## src/rtl/uart_echo_tester_if.sv

```systemverilog
// Handshake bundle between the echo tester and its uart_tx/uart_rx pair.
// master: the tester (drives send requests, consumes busy and received bytes).
// slave:  the UART side (or a bench model standing in for it).
interface uart_echo_tester_if;
    logic       tx_start;
    logic [7:0] tx_data;
    logic       tx_busy;
    logic       rx_ready;
    logic [7:0] rx_data;

    modport master (
        output tx_start, tx_data,
        input  tx_busy, rx_ready, rx_data
    );

    modport slave (
        input  tx_start, tx_data,
        output tx_busy, rx_ready, rx_data
    );
endinterface

```

## src/rtl/uart_echo_tester.sv

```systemverilog
// UART echo tester: sends an incrementing byte sequence through uart_tx,
// waits for each byte to come back on uart_rx, and keeps saturating
// pass / error / timeout counters plus two status LEDs.
module uart_echo_tester #(
    parameter int unsigned CLK_FREQ       = 42_000_000,
    parameter int unsigned TIMEOUT_CYCLES = 42_000,
    parameter int unsigned GAP_CYCLES     = 420,
    parameter logic [7:0]  SEED           = 8'h00
) (
    input  logic                      clk,
    input  logic                      rst,
    input  logic                      enable,
    uart_echo_tester_if.master        uart,
    output logic [15:0]               pass_count,
    output logic [15:0]               err_count,
    output logic [15:0]               timeout_count,
    output logic [7:0]                last_err_data,
    output logic                      led_ok,
    output logic                      led_err
);

    localparam logic [23:0] TMO_LAST = 24'(TIMEOUT_CYCLES - 1);
    localparam logic [15:0] GAP_LAST = 16'(GAP_CYCLES - 1);

    // CLK_FREQ only documents the intended clock; cycle counts are used directly.
    if (CLK_FREQ == 0) begin : g_clk_freq_unset
    end

    typedef enum logic [2:0] {
        IDLE,
        WAIT_IDLE,
        START,
        WAIT_ECHO,
        GAP
    } state_t;

    state_t      state, state_nxt;
    logic [7:0]  seq;
    logic [23:0] timer;
    logic [15:0] gap_cnt;

    logic load_tx;      // WAIT_IDLE saw the transmitter free
    logic drop_tx;      // START saw the transmitter accept the byte
    logic echo_done;    // WAIT_ECHO resolved (echo or timeout)
    logic pass_hit;
    logic err_hit;      // mismatched echo or a stray byte in any other state
    logic timeout_hit;

    function automatic logic [15:0] sat_inc(input logic [15:0] v);
        return (v == 16'hFFFF) ? v : v + 16'd1;
    endfunction

    // State register.
    always_ff @(posedge clk) begin
        if (rst) state <= IDLE;
        else     state <= state_nxt;
    end

    // Next-state logic and per-cycle event strobes.
    always_comb begin
        state_nxt   = state;
        load_tx     = 1'b0;
        drop_tx     = 1'b0;
        echo_done   = 1'b0;
        pass_hit    = 1'b0;
        err_hit     = 1'b0;
        timeout_hit = 1'b0;
        case (state)
            IDLE: begin
                if (enable) state_nxt = WAIT_IDLE;
            end
            WAIT_IDLE: begin
                if (!enable) begin
                    state_nxt = IDLE;
                end else if (!uart.tx_busy) begin
                    load_tx   = 1'b1;
                    state_nxt = START;
                end
            end
            START: begin
                // enable is deliberately ignored: a request is never abandoned.
                if (uart.tx_busy) begin
                    drop_tx   = 1'b1;
                    state_nxt = WAIT_ECHO;
                end
            end
            WAIT_ECHO: begin
                // An echo on the timeout cycle wins over the timeout.
                if (uart.rx_ready) begin
                    echo_done = 1'b1;
                    pass_hit  = (uart.rx_data == seq);
                    err_hit   = (uart.rx_data != seq);
                    state_nxt = GAP;
                end else if (timer == TMO_LAST) begin
                    echo_done   = 1'b1;
                    timeout_hit = 1'b1;
                    state_nxt   = GAP;
                end
            end
            GAP: begin
                if (gap_cnt == GAP_LAST) state_nxt = enable ? WAIT_IDLE : IDLE;
            end
            default: state_nxt = IDLE;
        endcase
        // Bytes arriving outside WAIT_ECHO are strays; the FSM ignores them.
        if (state != WAIT_ECHO && uart.rx_ready) err_hit = 1'b1;
    end

    // Send request, sequence byte and the echo / gap timers.
    always_ff @(posedge clk) begin
        if (rst) begin
            uart.tx_start <= 1'b0;
            uart.tx_data  <= 8'h00;
            seq           <= SEED;
            timer         <= '0;
            gap_cnt       <= '0;
        end else begin
            if (load_tx) begin
                uart.tx_data  <= seq;
                uart.tx_start <= 1'b1;
            end
            if (drop_tx) begin
                uart.tx_start <= 1'b0;
                timer         <= '0;
            end else if (state == WAIT_ECHO) begin
                timer <= timer + 24'd1;
            end
            if (echo_done) begin
                seq     <= seq + 8'd1;
                gap_cnt <= '0;
            end else if (state == GAP) begin
                gap_cnt <= gap_cnt + 16'd1;
            end
        end
    end

    // Result counters and LEDs, updated the cycle after each outcome.
    always_ff @(posedge clk) begin
        if (rst) begin
            pass_count    <= '0;
            err_count     <= '0;
            timeout_count <= '0;
            last_err_data <= 8'h00;
            led_ok        <= 1'b0;
            led_err       <= 1'b0;
        end else begin
            if (pass_hit) begin
                pass_count <= sat_inc(pass_count);
                led_ok     <= ~led_ok;
            end
            if (err_hit) begin
                err_count     <= sat_inc(err_count);
                last_err_data <= uart.rx_data;
                led_err       <= 1'b1;
            end
            if (timeout_hit) begin
                timeout_count <= sat_inc(timeout_count);
                led_err       <= 1'b1;
            end
        end
    end

endmodule

```

## src/flat_wrapper.sv

```systemverilog
// flat-port wrapper written by rule: the top's interface ports become plain ports
module uart_echo_tester_flat 
#(
    parameter int unsigned CLK_FREQ       = 42_000_000,
    parameter int unsigned TIMEOUT_CYCLES = 42_000,
    parameter int unsigned GAP_CYCLES     = 420,
    parameter logic [7:0]  SEED           = 8'h00
)
  (clk, rst, enable, pass_count, err_count, timeout_count, last_err_data, led_ok, led_err, uart_tx_start, uart_tx_data, uart_tx_busy, uart_rx_ready, uart_rx_data);
  uart_echo_tester_if uart_i ();
  input  logic clk;
  input  logic rst;
  input  logic enable;
  output logic [15:0] pass_count;
  output logic [15:0] err_count;
  output logic [15:0] timeout_count;
  output logic [7:0] last_err_data;
  output logic led_ok;
  output logic led_err;
  output wire logic [$bits(uart_i.tx_start)-1:0] uart_tx_start;
  output wire logic [$bits(uart_i.tx_data)-1:0] uart_tx_data;
  input wire logic [$bits(uart_i.tx_busy)-1:0] uart_tx_busy;
  input wire logic [$bits(uart_i.rx_ready)-1:0] uart_rx_ready;
  input wire logic [$bits(uart_i.rx_data)-1:0] uart_rx_data;
  assign uart_tx_start = uart_i.tx_start;
  assign uart_tx_data = uart_i.tx_data;
  assign uart_i.tx_busy = uart_tx_busy;
  assign uart_i.rx_ready = uart_rx_ready;
  assign uart_i.rx_data = uart_rx_data;
  uart_echo_tester #(.CLK_FREQ(CLK_FREQ), .TIMEOUT_CYCLES(TIMEOUT_CYCLES), .GAP_CYCLES(GAP_CYCLES), .SEED(SEED)) u_core (.clk(clk), .rst(rst), .enable(enable), .uart(uart_i), .pass_count(pass_count), .err_count(err_count), .timeout_count(timeout_count), .last_err_data(last_err_data), .led_ok(led_ok), .led_err(led_err));
endmodule
```

## config.mk

```make
export PLATFORM = sky130hd
export DESIGN_NAME = uart_echo_tester_flat
export DESIGN_NICKNAME = d
export VERILOG_FILES = /design/src/rtl/uart_echo_tester_if.sv /design/src/rtl/uart_echo_tester.sv /design/src/flat_wrapper.sv
export SDC_FILE = /design/constraint.sdc
export NUM_CORES = 1
export LEC_CHECK = 0
export ABC_CLOCK_PERIOD_IN_PS = 2600
export BUFFER_PORTS_ARGS = -buffer_cell sky130_fd_sc_hd__buf_2
export CAP_MARGIN = 20
export CORE_ASPECT_RATIO = 0.5
export CORE_MARGIN = 10
export CORE_UTILIZATION = 45
export CTS_BUF_LIST = sky130_fd_sc_hd__clkbuf_8
export DETAILED_ROUTE_END_ITERATION = 8
export PLACE_DENSITY = 0.72
export RECOVER_POWER = 50
export SLEW_MARGIN = 20
export SYNTH_ARGS = -nofsm -noshare
export SYNTH_HDL_FRONTEND = slang
export SYNTH_SLANG_ARGS = --single-unit
export TNS_END_PERCENT = 10
```

## constraint.sdc

```tcl
create_clock -name clk -period 2.6 [get_ports clk]
set_clock_uncertainty 0.05 [all_clocks]
set_input_delay 0.52 -clock clk [delete_from_list [all_inputs] [get_ports clk]]
set_output_delay 0.52 -clock clk [all_outputs]
set_load 0.01 [all_outputs]
```

# ---- Word level (Yosys, flattened, before mapping)
# Index checks and enable logic that the tools add are counted.
dict set report op_classes {
  reduce_logical 9
  n_shift 0
  bitwise_logic 4
  n_mux 26
  div_mod_pow 0
  n_eq_ne 17
  n_lt_le_gt_ge 0
  addsub 6
  n_mul 0
}
# op n
set ops {}
lappend ops {{$add A16 B1 Y16 const B} 4}
lappend ops {{$eq A16 B16 Y1 const B} 3}
lappend ops {{$add A24 B1 Y24 const B} 1}
lappend ops {{$eq A24 B16 Y1 const B} 1}
lappend ops {{$mux W3} 7}
lappend ops {{$mux W1} 18}
lappend ops {{$eq A16 B9 Y1 const B} 1}
lappend ops {{$pmux W3 S5} 1}
lappend ops {{$add A8 B1 Y8 const B} 1}
lappend ops {{$eq A8 B8 Y1} 1}
lappend ops {{$ne A8 B8 Y1} 1}
lappend ops {{$eq A3 B2 Y1 const B} 2}
lappend ops {{$ne A3 B2 Y1 const B} 2}
lappend ops {{$reduce_and A2 Y1} 3}
lappend ops {{$reduce_and A5 Y1} 1}
lappend ops {{$ne A2 B2 Y1 const B} 2}
lappend ops {{$not A1 Y1} 4}
lappend ops {{$reduce_or A2 Y1} 2}
lappend ops {{$eq A3 B1 Y1 const B} 1}
lappend ops {{$eq A3 B3 Y1 const B} 1}
lappend ops {{$logic_not A3 Y1} 1}
lappend ops {{$ne A3 B3 Y1 const B} 1}
lappend ops {{$ne A2 B1 Y1 const B} 1}
lappend ops {{$reduce_bool A2 Y1} 1}
lappend ops {{$logic_and A1 B1 Y1} 1}
dict set report word_totals {
  in_bits 13
  word_cells 74
  memories 0
  ramBits 0
  latch_bits 0
  mem_bits_ro 0
  regBits 118
}

# ---- Logic depth before layout (Yosys ltp)
# Gate-level depths: netlist of the first run.
dict set report logic_depth {
  depth_word 6
  mapped_depth 9
  ltp_nobuf 6
}

# ---- Worst setup path before layout of the first run
# Ideal clock, no wire load.
dict set report synth_path {
  path_type {in2reg}
  from {input uart_rx_ready}
  to {register u_core.pass_count[13]}
  cell_stages 6
  required_ps 2427
  t_arrival_ps 1951
  path_slack_ps 476
  cell_sequence {clkbuf_1 > nand3_1 > a2111oi_4 > buf_2 > nand4_1 > mux2_1}
}
dict set report synth_via {
  elab_chain_cells 3
}
# item line
set synth_lines {}
lappend synth_lines {{from (decl)} flat_wrapper.sv:23} ;# input wire logic [$bits(uart_i.rx_ready)-1:0] uart_rx_ready;
lappend synth_lines {{$mux W1} uart_echo_tester.sv:89} ;# if (uart.rx_ready) begin
lappend synth_lines {{$mux W1} uart_echo_tester.sv:68} ;# case (state)
lappend synth_lines {{$reduce_and A2 Y1 (no line)} n/a}
lappend synth_lines {{to (signal assigned)} uart_echo_tester.sv:148} ;# pass_count <= sat_inc(pass_count);
lappend synth_lines {{to (decl)} uart_echo_tester.sv:14} ;# output logic [15:0] pass_count,
# No other way between the ends.
# A chain may end at the register's enable or synchronous reset.

# ---- Worst setup path after layout of the first run
dict set report layout_path {
  from {register u_core.timer[14]}
  to {register u_core.seq[5]}
}
dict set report layout_via {
  elab_chain_cells 4
}
# item line
set layout_lines {}
lappend layout_lines {{from (decl)} uart_echo_tester.sv:39} ;# logic [23:0] timer;
lappend layout_lines {{from (signal assigned)} uart_echo_tester.sv:126} ;# timer <= timer + 24'd1;
lappend layout_lines {{$eq A24 B16 Y1} uart_echo_tester.sv:94} ;# end else if (timer == TMO_LAST) begin
lappend layout_lines {{$mux W1} uart_echo_tester.sv:94}
lappend layout_lines {{$mux W1} uart_echo_tester.sv:89}
lappend layout_lines {{$mux W1} uart_echo_tester.sv:68}
lappend layout_lines {{to (signal assigned)} uart_echo_tester.sv:129} ;# seq <= seq + 8'd1;
lappend layout_lines {{to (decl)} uart_echo_tester.sv:38} ;# logic [7:0] seq;
# No other way between the ends.

==> flow_metrics.py, run 1 <==
metrics = {
    "outcome": {
        "status": "completed",
    },
    "clock_tree": {
        "worstSkewPairLatency_ps": 430,
        "cts_resized": 0,
        "cts_hold_buf": 0,
        "htreeDepth": 4,
        "cts_buffers": 17,
        "clock_sinks": 118,
        "clk_pin_slew_ps": 70,
        "cts_setup_buffers": 0,
        "cts_tree": "yes",
        "clockRootBuffer": "clkbuf_8",
        "clockBufferDepth": 2,
    },
    "place": {
        "numPortBuffers": 79,
        "dp.final_hpwl_mm": 9.88,
        "gp_congestion": 0.815,
        "dp_worst_setup_slack_ps": 75.5,
    },
    "grt": {
        "grt_pass1_vias": 4857,
        "grt-ovfl-total": 0,
        "antenna_found_initial": 0,
        "grt_usage_pct": 15.2,
        "grt_max_degree": 40,
        "grt_pass1_wl_mm": 23.3,
    },
    "routing": {
        "vias": 5172,
        "drcViolationCount": 0,
        "via_per_inst": 5.52,
        "antenna_left": 0,
        "drtPass1Iterations": 5,
        "finalWirelength_mm": 14.1,
        "dr.first_iter.drc_count": 391,
        "drt-wirelength-per-cell_um": 15.0,
    },
    "synthesis": {
        "synth_most_common_cell": "dfxtp_1",
        "ys.flop_type": "dfxtp_1",
        "synth_top_family_by_area": "simple AND/OR/NAND/NOR gates",
        "async_flop_share_pct": 0,
        "synth_cell_types": 60,
        "synthTopCellsByArea": "dfxtp_1 41%, nor2_1 6.1%, xnor2_1 4.5%",
        "yosys_register_bits": 118,
        "syn_area_per_cell_um2": 8.68,
        "synth-compound-area-share_pct": 10.1,
        "ys_top_cells_by_count": "118 x dfxtp_1, 94 x nor2_1, 41 x nand2_1",
        "yosysTopAreaCellShare_pct": 40.8,
        "netlist_instances": 666,
        "synth_fa_ha_area_share_pct": 1.30,
        "syn_area_mm2": 0.00578,
        "yosys.area_share.simple_pct": 30.2,
        "yosys_warnings": 0,
        "yosys.area.top_type": "dfxtp_1",
        "synthMuxAreaShare_pct": 6.95,
        "synth_edf_count": 0,
        "synth_xor_area_share_pct": 6.97,
        "seq_area_frac_synth_pct": 40.8,
        "synth_fp_nets": 685,
    },
    "floorplan": {
        "die_x_um": 180,
        "num_rows": 29,
        "fp.dieH_um": 100,
        "core_area_mm2": 0.0126,
        "dieArea_mm2": 0.0181,
        "initial_core_util_pct": 45.8,
        "ioPinCount": 80,
    },
    "worst_setup_path": {
        "critPathSlowestCell": "or4_1",
        "worst-setup-path-type": "register to register",
        "cpMostUsedCell": "buf_4",
        "crit_fanout": 16,
        "critPathCaptureType": "register",
        "startpoint_type": "register",
        "crit_family": "simple AND/OR/NAND/NOR gates",
        "cpPeakStageDelay_ps": 530,
        "cp.depth": 7,
        "arrival_ps": 2720,
        "crit_buf_inv": 2,
        "ff2ff_path_depth": 7,
        "cp.required_ps": 2910,
        "crit_chain": "nor4b_2 > buf_4 > nand4_2 > buf_4 > o2bb2a_2 > or4_1 > a21oi_1",
    },
    "final_layout": {
        "nNetsFinal": 774,
        "layout-drive-gt1-share_pct": 11.0,
        "fin_util_pct": 53.6,
        "diodes": 0,
        "n_fill_cell": 1183,
        "area_delta_synth_final_pct": 16.9,
    },
    "timing": {
        "slew_headroom_pct": 37.4,
        "rsz0062_at_grt": "false",
        "finalHoldViolations": 0,
        "worstMarginPinSlew_ps": 939,
        "clock.fmax_ghz": 0.414,
        "hold_slack_ps": 310,
        "final.setup.tns_ps": 0,
        "layout_setup_ws_ps": 186,
        "min_period_ps": 2410,
        "drv_slew": 0,
        "period_share_pct": 92.9,
        "setup_viol": 0,
    },
    "power_and_ir_drop": {
        "power_uw": 3760,
        "peakVddDrop_v": 0.000329,
        "power_per_cell_area_mw_per_mm2": 556,
        "p_leak_uw": 0.00230,
    },
    "run": {
        "maxCapViolCount": 0,
    },
    "hold_path": {
        "hold_path_class": "input pin to register",
        "holdPathStages": 3,
    },
}
==> placed cells by master, fill, tap and decap left out, drive strengths merged, types with 3 or more instances in the layout <==
cell type	n
a21oi	39
a31o	5
and2	5
and3	10
and4	8
buf	32
bufinv	3
clkbuf	92
clkinv	3
dfxtp	118
ha	6
inv	17
mux2	17
mux2i	21
nand2	41
nand3	32
nand3b	4
nand4	32
nor2	94
nor2b	14
nor3	17
nor3b	4
nor4	12
nor4b	5
o21ai	17
o31ai	15
o41ai	3
or2	3
or3	12
or4	16
or4b	3
xnor2	30
xor2	16
==> sequential cells by signal, indices dropped and copies added, names as in the netlist <==
| signal | flops |
|---|---|
| u_core.timer | 24 |
| u_core.err_count | 16 |
| u_core.gap_cnt | 16 |
| u_core.pass_count | 16 |
| u_core.timeout_count | 16 |
| u_core.last_err_data | 8 |
| u_core.seq | 8 |
| u_core.uart.tx_data | 8 |
| u_core.state | 3 |
| u_core.led_err | 1 |
| u_core.led_ok | 1 |
| u_core.uart.tx_start | 1 |
==> kinds of logic (layout without fill, tap and decap cells) <==
logic type	after synthesis	after routing
buffers and inverters	48	149
AND/OR/NAND/NOR	320	320
adder cells (fa/ha/maj)	6	6
XOR/XNOR	46	46
multiplexers	38	38
flip-flops	118	118
AO/OA/AOI/OAI	90	90
==> where the power goes <==
part / leakage, uW / switching (uW) / internal [uW] / total, uW
logic: 0.00113 / 94.8 / 50.7 / 146
clock network: 0.000218 / 723 / 1060 / 1790
registers: 0.000953 / 9.72 / 1820 / 1830
==> per-layer routing <==
metal | vias up | share of wire, % | wire [um] | global-route usage, %
met5 | - | 0 | 0 | 0
met2 | 113 | 47 | 6610 | 25.2
met3 | 17 | 5.1 | 713 | 4.13
li1 | 2581 | - | - | -
met4 | 0 | 1.1 | 154 | 5.14
met1 | 2461 | 47 | 6580 | 18.9
==> cell type report <==
class | count | area (um^2) | area share [%]
sequential | 118 | 2360 | 34.9
inverter | 16 | 60.1 | 0.888
timing repair buffer | 102 | 474 | 7.01
tap | 170 | 213 | 3.15
clock inverter | 9 | 124 | 1.83
multi-input combinational | 500 | 3230 | 47.7
clock buffer | 22 | 303 | 4.48
==> worst min-delay path, stage by stage <==
cell and delay [ps]:
buf_2 90, mux2i_1 70, nor2_1 70
==> per-stage QoR <==
stage               instances  area, um^2
global route              937        6760
floorplan                 666        5780
CTS                       937        6850
detailed placement        906        6420
finish                    937        6760
global placement          906        6420
==> worst paths after layout <==
path / startpoint / to / slack [ps]
worst max-delay path: u_core.timer[14]$_SDFFE_PP0P_ / u_core.seq[5]$_SDFFE_PP0P_ / 190
worst min-delay path: uart_rx_data[0] / u_core.last_err_data[0]$_SDFFE_PP0P_ / 310
worst max register to register: u_core.timer[14]$_SDFFE_PP0P_ / u_core.seq[5]$_SDFFE_PP0P_ / 190
worst min register to register: u_core.led_err$_SDFFE_PP0P_ / u_core.led_err$_SDFFE_PP0P_ / 420
Power figures use the tool's default switching activity.
==> run 2: changes to the inputs <==
MAX_ROUTING_LAYER = met4   (was unset)
==> run 2 against run 1 <==
  * Worst setup slack improved by 13 ps
  * Hold slack better by 0.74 ps
  * Clock-buffer cell count unchanged
  * Largest power group unchanged
  * Fmax increased by 0.55%
  * Clock power barely moved
  * Cell count is the same
==> flow_metrics.py, run 2 (synthesized netlist as in run 1, its figures left out) <==
metrics = {
    "timing": {
        "finalHoldViolations": 0,
        "final.setup.tns_ps": 0,
        "min_period_ps": 2400,
        "setup_viol": 0,
        "worstMarginPinSlew_ps": 941,
        "clock.fmax_ghz": 0.417,
        "rsz0062_at_grt": "false",
        "slew_headroom_pct": 37.3,
        "drv_slew": 0,
        "period_share_pct": 92.3,
        "hold_slack_ps": 311,
    },
    "clock_tree": {
        "worstSkewPairLatency_ps": 430,
        "cts_resized": 0,
        "cts_setup_buffers": 0,
        "clockRootBuffer": "clkbuf_8",
        "clock_sinks": 118,
        "clockBufferDepth": 2,
        "htreeDepth": 4,
        "clk_pin_slew_ps": 70,
        "cts_tree": "yes",
        "cts_hold_buf": 0,
        "cts_buffers": 17,
    },
    "final_layout": {
        "layout-drive-gt1-share_pct": 11.0,
        "nNetsFinal": 774,
        "final_cell_mix": "118 x dfxtp_1, 94 x nor2_1, 69 x clkbuf_1",
        "fin_cells": 937,
        "n_fill_cell": 1183,
        "largest_register": "u_core.timer",
        "largest_reg_flops": 24,
        "diodes": 0,
        "layout_commonest_cell": "dfxtp_1",
        "area_delta_synth_final_pct": 16.9,
    },
    "routing": {
        "dr.first_iter.drc_count": 374,
        "finalWirelength_mm": 14.1,
        "drtPass1Iterations": 5,
        "drt-wirelength-per-cell_um": 15.0,
        "antenna_left": 0,
        "drcViolationCount": 0,
        "vias": 5168,
        "via_per_inst": 5.52,
    },
    "power_and_ir_drop": {
        "p_comb_share_pct": 3.9,
        "p_leak_uw": 0.00230,
        "p_clk_share_pct": 47.4,
        "swShare_pct": 21.9,
        "p_sw_uw": 824,
        "p_int_uw": 2940,
        "power_per_cell_area_mw_per_mm2": 556,
        "pwr-share-seq_pct": 48.7,
        "peakVddDrop_v": 0.000329,
    },
    "worst_setup_path": {
        "rrSetupSlack_ps": 200,
        "r2r-start": "u_core.timer[14]$_SDFFE_PP0P_",
        "critPathCaptureType": "register",
        "reg2reg_to": "u_core.seq[5]$_SDFFE_PP0P_",
        "ff2ff_path_depth": 7,
        "crit_fanout": 16,
        "cp.required_ps": 2910,
        "arrival_ps": 2710,
        "crit_start": "u_core.timer[14]$_SDFFE_PP0P_",
        "worst-setup-path-type": "register to register",
        "startpoint_type": "register",
    },
    "hold_path": {
        "holdPathStages": 3,
        "hp-start": "uart_rx_data[0]",
        "hold_path_class": "input pin to register",
        "hold_end": "u_core.last_err_data[0]$_SDFFE_PP0P_",
    },
    "place": {
        "dp.final_hpwl_mm": 9.88,
        "numPortBuffers": 79,
        "place_inst": 906,
        "gp_congestion": 0.827,
    },
    "floorplan": {
        "num_rows": 29,
        "dieArea_mm2": 0.0181,
        "die_x_um": 180,
        "core_area_mm2": 0.0126,
        "ioPinCount": 80,
        "initial_core_util_pct": 45.8,
        "fp.dieH_um": 100,
    },
    "grt": {
        "antenna_found_initial": 0,
        "grt_max_degree": 40,
        "grt_pass1_vias": 4862,
        "grt_usage_pct": 15.6,
        "grt_pass1_wl_mm": 23.3,
        "grt-ovfl-total": 0,
    },
    "outcome": {
        "status": "completed",
    },
    "run": {
        "maxCapViolCount": 0,
    },
}
run 2: cell counts in the layout (fill, tap and decap cells not counted):
No cell type changed its count.
run 2: layout make-up:
type | instances | area, um^2 | area share, %
Clock buffer | 22 | 303 | 4.48
Clock inverter | 9 | 124 | 1.83
Inverter | 16 | 60.1 | 0.888
Multi-Input combinational cell | 500 | 3230 | 47.7
Sequential cell | 118 | 2360 | 34.9
Tap cell | 170 | 213 | 3.15
Timing Repair Buffer | 102 | 474 | 7.01
run 2: worst max path at each step:
stage                                         endpoint  slack, ps  depth (start not counted)
CTS                         u_core.seq[5]$_SDFFE_PP0P_         30                          7
detailed placement   u_core.pass_count[5]$_SDFFE_PP0P_         80                          7
global route                u_core.seq[7]$_SDFFE_PP0P_         60                          7
global placement            u_core.seq[5]$_SDFFE_PP0P_        170                          6
floorplan           u_core.pass_count[13]$_SDFFE_PP0P_        480                          6
finish                      u_core.seq[5]$_SDFFE_PP0P_        200                          7
run 2: routing by layer:
layer	up-vias	global-route usage (%)	part of all wire (%)
met3	17	3.81	4.9
met5	-	-	0
met2	113	25.3	47
met1	2454	18.8	47
li1	2584	-	-
met4	0	5.33	1.2
run 2: power groups by stage:
stage | Clock, uW | Sequential (uW) | Combinational, uW
6_report | 1780 | 1830 | 146
2_1_floorplan | 0 | 1880 | 91.2
4_1_cts | 1820 | 1830 | 153
3_5_place_dp | 0 | 1870 | 153
5_1_grt | 1890 | 1830 | 162
3_3_place_gp | 0 | 1870 | 148
run 2: per-stage QoR:
| stage | util (%) | setup WS, ps | cell area [um^2] | total power (uW) |
|---|---|---|---|---|
| after floorplan | - | 476 | 5780 | 1970 |
| after global placement | 50.9 | 172 | 6420 | 2020 |
| after detailed placement | 50.9 | 75.5 | 6420 | 2020 |
| after CTS | 54.3 | 27.8 | 6850 | 3800 |
| after global routing | 53.6 | 56.5 | 6760 | 3890 |
| final | 53.6 | 199 | 6760 | 3760 |
run 2: worst max-delay path, cell delays in order (launching register included):
cell and delay, ps:
dfxtp_1 370, nor4b_2 370, buf_4 180, nand4_2 110, buf_4 190, o2bb2a_2 380, or4_1 530, a21oi_1 160
